===== config.mk =====
export PLATFORM = sky130hd
export DESIGN_NAME = frame_scaler_pipe
export DESIGN_NICKNAME = d
export VERILOG_FILES = /design/src/rtl/frame_scaler_pipe.sv
export SDC_FILE = /design/constraint.sdc
export NUM_CORES = 1
export LEC_CHECK = 0
export CAP_MARGIN = 0
export CORE_MARGIN = 2
export CORE_UTILIZATION = 30
export CTS_CLUSTER_SIZE = 25
export DETAILED_ROUTE_END_ITERATION = 16
export PLACE_DENSITY = 0.52
export SYNTH_ARGS = -nofsm -noshare
export SYNTH_HDL_FRONTEND = slang
export SYNTH_SLANG_ARGS = --single-unit

===== constraint.sdc =====
create_clock -name clk -period 4.3 [get_ports clk]
set_clock_uncertainty 0.15 [all_clocks]
set_input_delay 0.43 -clock clk [delete_from_list [all_inputs] [get_ports clk]]
set_output_delay 0.43 -clock clk [all_outputs]
set_load 0.1 [all_outputs]

===== src/rtl/frame_scaler_pipe.sv =====
// Integer upscaler: centres a SRC_W x SRC_H buffer, scaled by SCALE, in a DST_W x DST_H raster.
// Addresses are built incrementally; syncs and window flags follow the frame-buffer read latency.
module frame_scaler_pipe #(
  parameter int          SRC_W      = 320,
  parameter int          SRC_H      = 240,
  parameter int          SCALE      = 2,
  parameter int          DST_W      = 800,
  parameter int          DST_H      = 600,
  parameter int          ADDR_W     = 17,
  parameter int          RD_LAT     = 1,
  parameter logic [11:0] BORDER_RGB = 12'h000
) (
  input  logic              clk,
  input  logic              reset_n,
  input  logic [9:0]        pixel_x,
  input  logic [9:0]        pixel_y,
  input  logic              video_on,
  input  logic              hsync_in,
  input  logic              vsync_in,
  output logic              fb_read_en,
  output logic [ADDR_W-1:0] fb_read_addr,
  input  logic [11:0]       fb_read_data,
  output logic [3:0]        color_r,
  output logic [3:0]        color_g,
  output logic [3:0]        color_b,
  output logic              hsync_out,
  output logic              vsync_out
);

  localparam int WIN_W = SRC_W * SCALE;
  localparam int WIN_H = SRC_H * SCALE;
  localparam int H_OFF = (DST_W - WIN_W) / 2;
  localparam int V_OFF = (DST_H - WIN_H) / 2;
  localparam int SUB_W = (SCALE > 1) ? $clog2(SCALE) : 1;

  localparam logic [9:0]        X_LO     = 10'(H_OFF);
  localparam logic [9:0]        X_HI     = 10'(H_OFF + WIN_W);
  localparam logic [9:0]        Y_LO     = 10'(V_OFF);
  localparam logic [9:0]        Y_HI     = 10'(V_OFF + WIN_H);
  localparam logic [9:0]        X_LAST   = 10'(DST_W - 1);
  localparam logic [9:0]        Y_BLANK  = 10'(DST_H);
  localparam logic [SUB_W-1:0]  SUB_LAST = SUB_W'(SCALE - 1);
  localparam logic [ADDR_W-1:0] ROW_STEP = ADDR_W'(SRC_W);

  if (WIN_W > DST_W || WIN_H > DST_H) begin : g_geom_err
    $error("frame_scaler_pipe: scaled source does not fit the destination raster");
  end
  if (SCALE < 1 || RD_LAT < 1 || RD_LAT > 4) begin : g_param_err
    $error("frame_scaler_pipe: SCALE must be >= 1 and RD_LAT within 1..4");
  end
  if (SRC_W * SRC_H > 2 ** ADDR_W) begin : g_addr_err
    $error("frame_scaler_pipe: ADDR_W too narrow for the source buffer");
  end

  logic              frame_ok_q, frame_ok_d;
  logic [ADDR_W-1:0] row_base_q, row_base_d;
  logic [ADDR_W-1:0] src_x_q, src_x_d;
  logic [SUB_W-1:0]  sub_y_q, sub_y_d;
  logic [SUB_W-1:0]  sub_x_q, sub_x_d;
  logic [ADDR_W-1:0] addr_q, addr_d;
  logic              en_q;
  logic [3:0]        tap_q [RD_LAT+1];
  logic [11:0]       color_q, color_d;
  logic              hs_q, vs_q;

  logic x_in, y_in, vid, in_win, row_end;
  logic vid_dly, win_dly, hs_dly, vs_dly;

  // Until a vblank has realigned the vertical counters the picture is held black.
  assign vid     = video_on & frame_ok_q;
  assign x_in    = (pixel_x >= X_LO) && (pixel_x < X_HI);
  assign y_in    = (pixel_y >= Y_LO) && (pixel_y < Y_HI);
  assign in_win  = vid & x_in & y_in;
  assign row_end = vid & y_in & (pixel_x == X_LAST);

  assign {vid_dly, win_dly, hs_dly, vs_dly} = tap_q[RD_LAT];

  always_comb begin
    frame_ok_d = frame_ok_q;
    row_base_d = row_base_q;
    sub_y_d    = sub_y_q;
    if (pixel_y >= Y_BLANK) begin
      frame_ok_d = 1'b1;
      row_base_d = '0;
      sub_y_d    = '0;
    end else if (row_end) begin
      if (sub_y_q == SUB_LAST) begin
        sub_y_d    = '0;
        row_base_d = row_base_q + ROW_STEP;
      end else begin
        sub_y_d = sub_y_q + 1'b1;
      end
    end

    src_x_d = '0;
    sub_x_d = '0;
    if (in_win) begin
      if (sub_x_q == SUB_LAST) begin
        src_x_d = src_x_q + 1'b1;
      end else begin
        src_x_d = src_x_q;
        sub_x_d = sub_x_q + 1'b1;
      end
    end

    addr_d = in_win ? (row_base_q + src_x_q) : '0;

    // Blanking wins over the border colour.
    if (!vid_dly)      color_d = 12'h000;
    else if (win_dly)  color_d = fb_read_data;
    else               color_d = BORDER_RGB;
  end

  always_ff @(posedge clk or negedge reset_n) begin
    if (!reset_n) begin
      frame_ok_q <= 1'b0;
      row_base_q <= '0;
      src_x_q    <= '0;
      sub_y_q    <= '0;
      sub_x_q    <= '0;
      addr_q     <= '0;
      en_q       <= 1'b0;
      color_q    <= '0;
      hs_q       <= 1'b0;
      vs_q       <= 1'b0;
      for (int k = 0; k <= RD_LAT; k++) tap_q[k] <= '0;
    end else begin
      frame_ok_q <= frame_ok_d;
      row_base_q <= row_base_d;
      src_x_q    <= src_x_d;
      sub_y_q    <= sub_y_d;
      sub_x_q    <= sub_x_d;
      addr_q     <= addr_d;
      en_q       <= in_win;
      tap_q[0]   <= {vid, in_win, hsync_in, vsync_in};
      for (int k = 1; k <= RD_LAT; k++) tap_q[k] <= tap_q[k-1];
      color_q    <= color_d;
      hs_q       <= hs_dly;
      vs_q       <= vs_dly;
    end
  end

  assign fb_read_en   = en_q;
  assign fb_read_addr = addr_q;
  assign color_r      = color_q[11:8];
  assign color_g      = color_q[7:4];
  assign color_b      = color_q[3:0];
  assign hsync_out    = hs_q;
  assign vsync_out    = vs_q;

endmodule


==> parameters.txt <==
Parameter                              Value

Detailed routing
  Residual DRC ... 0
  Total number of vias ... 2367
  Number of detailed-routing iterations run before antenna repair ... 4
  Residual antenna-violating net count after detailed routing ... 0
  Vias per inst ... approximately 4.8
  Total Routed Length ... approximately 6300 um
  DR WL/cell ... between 10 and 15 um
  Number of DRC markers in iteration 0 ... 65

Final layout
  Net count reported at finish ... roughly 410
  Fraction of final layout cells with drive strength greater than 1 ... under 10%
  Antenna diode count ... 0
  Commonest cells after routing, fill and taps aside ... 70 x sky130_fd_sc_hd__dfrtp_1, 65 x sky130_fd_sc_hd__clkdlybuf4s50_1, 35 x sky130_fd_sc_hd__nor2_1, 22 x sky130_fd_sc_hd__and3_1, 18 x sky130_fd_sc_hd__xor2_1
  Area growth syn-to-layout ... 31.3%
  Most common cell after layout, fill and taps aside ... sky130_fd_sc_hd__dfrtp_1
  Final instance area ... roughly 4100 um^2

Place
  Placed Area ... 3960 um^2
  Dpl ws ... ~1.7 ns
  Input/output buffers ... 66
  Final GP Congestion ... between 0.7 and 0.8
  Half-perimeter wire length after placement ... approximately 4600 um

Floorplanning
  Chip height ... 106 um
  Standard-cell row count ... 37
  Floorplan core area ... between 10000 and 15000 um^2
  Die W ... around 110 um
  Io pins ... 69
  Area of the die ... around 11000 um^2
  Initial Utilization ... 30.7%

Clock tree
  Clock transition at the registers of the reported paths ... around 0.080 ns
  Hold buffers post-CTS ... 0
  Clock sink count ... 70
  Number of buffers between clock root and the deepest sink ... 2
  Clk_lat worst skew ... 0.35 ns
  Cts bufs inserted ... 9
  Clock tree from TritonCTS ... done
  Clock tree root driver cell ... sky130_fd_sc_hd__clkbuf_8
  Buffer count from post-CTS setup fixing ... 0
  Number of gates resized after CTS ... 0
  Number of H-tree levels ... 3

Worst hold path
  Path category of the worst min-delay check ... in2async

Timing
  Unrepaired setup endpoints after global routing ... false
  Final period demand of the worst path ... around 2.4 ns
  Worst Max-Slew Pin Slew ... between 1 and 1.5 ns
  Total of endpoints with negative setup slack in the final report ... 0
  Total Negative Setup Slacks ... 0 ns
  Pins Over Slew Limit ... 0
  Final worst setup slack ... roughly 1.9 ns
  Number of hold-slack violations in the final timing report ... 0
  Max-Slew Margin vs Limit ... a little under a third
  Highest clock frequency the design can meet ... about 0.42 GHz
  Final period util ... between 50% and 60%

Run
  Max Cap Violations ... 0

Worst setup path
  Origin of the worst setup path ... color_q[3]
  Worst R2R End ... fb_read_addr[16]
  Count of cells along the worst register-to-register path ... 6
  Startpoint type of the worst setup path ... flop
  Type of the worst setup path ... reg2out
  Cell-by-cell listing of the critical path ... clkdlybuf4s50_1
  CP endpoint kind ... output port
  Minimum setup slack among reg-to-reg paths ... 2.11 ns
  Slowest cell on the critical path ... sky130_fd_sc_hd__clkdlybuf4s50_1
  Destination of the critical timing path ... color_b[3]
  Data required, critical path ... ~3.7 ns
  Critical path fanouts, max ... 1
  Family with the most delay on the worst path ... buffers and inverters
  Delay of the slowest cell on the worst path ... between 1 and 1.5 ns
  CP Data Arrival Time ... 1.82 ns
  Bufs and invs on worst path ... 1
  Logic depth of the worst setup path including buffers ... 1
  Worst reg2reg path startpoint ... src_x_q[7]

Pwr
  Clock share of power ... a little under two fifths
  Peak supply drop ... 0.110 mV
  Cell Int Power ... approximately 900 uW
  Total power ... 1.25 mW
  Leakage dissipation ... about 1.8 nW
  Net switching power ... 332 uW
  Relative contribution of combinational cells to total power ... just over 9%
  Switching part of the total power ... 26.5%
  Seq pwr share ... 53.6%
  Areal power density over the cells ... ~300 nW/um^2

Synth
  Per-instance average area after synthesis ... roughly 11 um^2
  Post-Synthesis Net Count ... ~330
  Share of synthesized area occupied by flip-flops and latches ... a little under three fifths
  Ys flop type ... sky130_fd_sc_hd__dfrtp_1
  Number of warnings reported in the yosys synthesis log ... 0
  Count of mapped cells out of synthesis ... 284
  Synth async-reset ratio ... 100%
  #FFs+latches synth ... 70
  Post-synthesis instance area ... 3150 um^2
  Number of unique standard cell types used by synthesis ... 46
  EDFF count, synth ... 0

GRT
  Via count of the first global-routing pass ... around 2400
  Remaining Overflow, GRT ... 0
  Largest net degree at the start of global routing ... between 40 and 50
  Antenna violations before repair ... 0
  All-layer global routing usage ... between 10% and 20%
  Wire length of the first global-routing pass ... 10700 um

Run status
  Result of the run ... complete, no violations
-- cell type report --
type | count | area [um^2]
fillers | 1017 | 6100
flip-flops and latches | 70 | 1750
multi-input cells | 200 | 1330
repair buffers | 70 | 686
well taps | 136 | 170
clock buffers | 10 | 128
clock inverters | 6 | 46.3
inverters | 5 | 18.8
-- state kept, by name (all words and copies together) (netlist names) --
signal        flops
vsync_out         1
frame_ok_q        1
hsync_out         1
tap_q             7
sub_y_q           1
sub_x_q           1
color_q          12
row_base_q       11
src_x_q          17
fb_read_addr     17
hs_dly            1
-- power groups by stage --
stage / clock network, mW / registers, mW / logic [mW]
floorplan: 0 / 0.713 / 0.0240
finish: 0.467 / 0.672 / 0.115
global route: 0.520 / 0.674 / 0.124
CTS: 0.488 / 0.672 / 0.117
global placement: 0 / 0.685 / 0.116
detailed placement: 0 / 0.686 / 0.117
-- how the worst min path moves through the flow --
stage	startpoint	end	slack (ns)
final	reset_n	color_q[7]	0.11
after global routing	reset_n	fb_read_addr[0]	0.19
after CTS	reset_n	fb_read_addr[0]	0.14
after detailed placement	hs_dly	hsync_out	0.18
after global placement	tap_q[5]	hs_dly	0.18
after floorplan	reset_n	color_q[0]	-0.02
-- metrics by stage --
| stage | cells | util (%) | hold slack, ns |
|---|---|---|---|
| after detailed placement | 481 | 38.7 | 0.185 |
| after global routing | 497 | 40.4 | 0.193 |
| after floorplan | 284 | - | -0.0156 |
| after CTS | 497 | 40.4 | 0.137 |
| after global placement | 481 | 38.7 | 0.184 |
| final | 497 | 40.4 | 0.110 |
-- synth_stat cells (2+ instances only) --
| master | n | share of area (%) |
|---|---|---|
| sky130_fd_sc_hd__nand3_1 | 15 | 2.4 |
| sky130_fd_sc_hd__nand4_1 | 6 | 1.2 |
| sky130_fd_sc_hd__o31ai_1 | 5 | 1.2 |
| sky130_fd_sc_hd__nand4b_1 | 2 | 0.56 |
| sky130_fd_sc_hd__a21o_1 | 2 | 0.48 |
| sky130_fd_sc_hd__dfrtp_1 | 70 | 56 |
| sky130_fd_sc_hd__mux2i_1 | 4 | 1.3 |
| sky130_fd_sc_hd__buf_2 | 2 | 0.32 |
| sky130_fd_sc_hd__nor2_1 | 35 | 4.2 |
| sky130_fd_sc_hd__ha_1 | 12 | 4.8 |
| sky130_fd_sc_hd__o21ai_0 | 10 | 1.6 |
| sky130_fd_sc_hd__or2_2 | 4 | 0.80 |
| sky130_fd_sc_hd__a211oi_1 | 2 | 0.48 |
| sky130_fd_sc_hd__or4_1 | 4 | 0.95 |
| sky130_fd_sc_hd__xnor2_1 | 7 | 1.9 |
| sky130_fd_sc_hd__nand2_1 | 8 | 0.95 |
| sky130_fd_sc_hd__o211ai_1 | 2 | 0.48 |
| sky130_fd_sc_hd__a21oi_1 | 14 | 2.2 |
| sky130_fd_sc_hd__clkbuf_1 | 6 | 0.72 |
| sky130_fd_sc_hd__nor3_1 | 2 | 0.32 |
| sky130_fd_sc_hd__xor2_1 | 18 | 5.0 |
| sky130_fd_sc_hd__and3_1 | 22 | 4.4 |
| sky130_fd_sc_hd__or3_1 | 4 | 0.80 |
| sky130_fd_sc_hd__nor2b_1 | 2 | 0.40 |
| sky130_fd_sc_hd__inv_1 | 5 | 0.60 |
-- layer usage --
metal / wire length [um] / vias to the layer above / global-route usage [%]
li1: - / 1150 / -
met1: 2960 / 1140 / 14.9
met2: 2880 / 66 / 20.0
met3: 334 / 11 / 2.64
met4: 159 / 0 / 6.77
met5: 0 / - / 0
-- logic make-up after synthesis --
group	synth area share, %
AND/OR/NAND/NOR	20.1
XOR/XNOR	6.96
multiplexers	1.27
AO/OA/AOI/OAI	9.19
adder cells (fa/ha/maj)	4.77
buffers and inverters	1.99
flip-flops	55.7
Power figures use the tool's default switching activity.
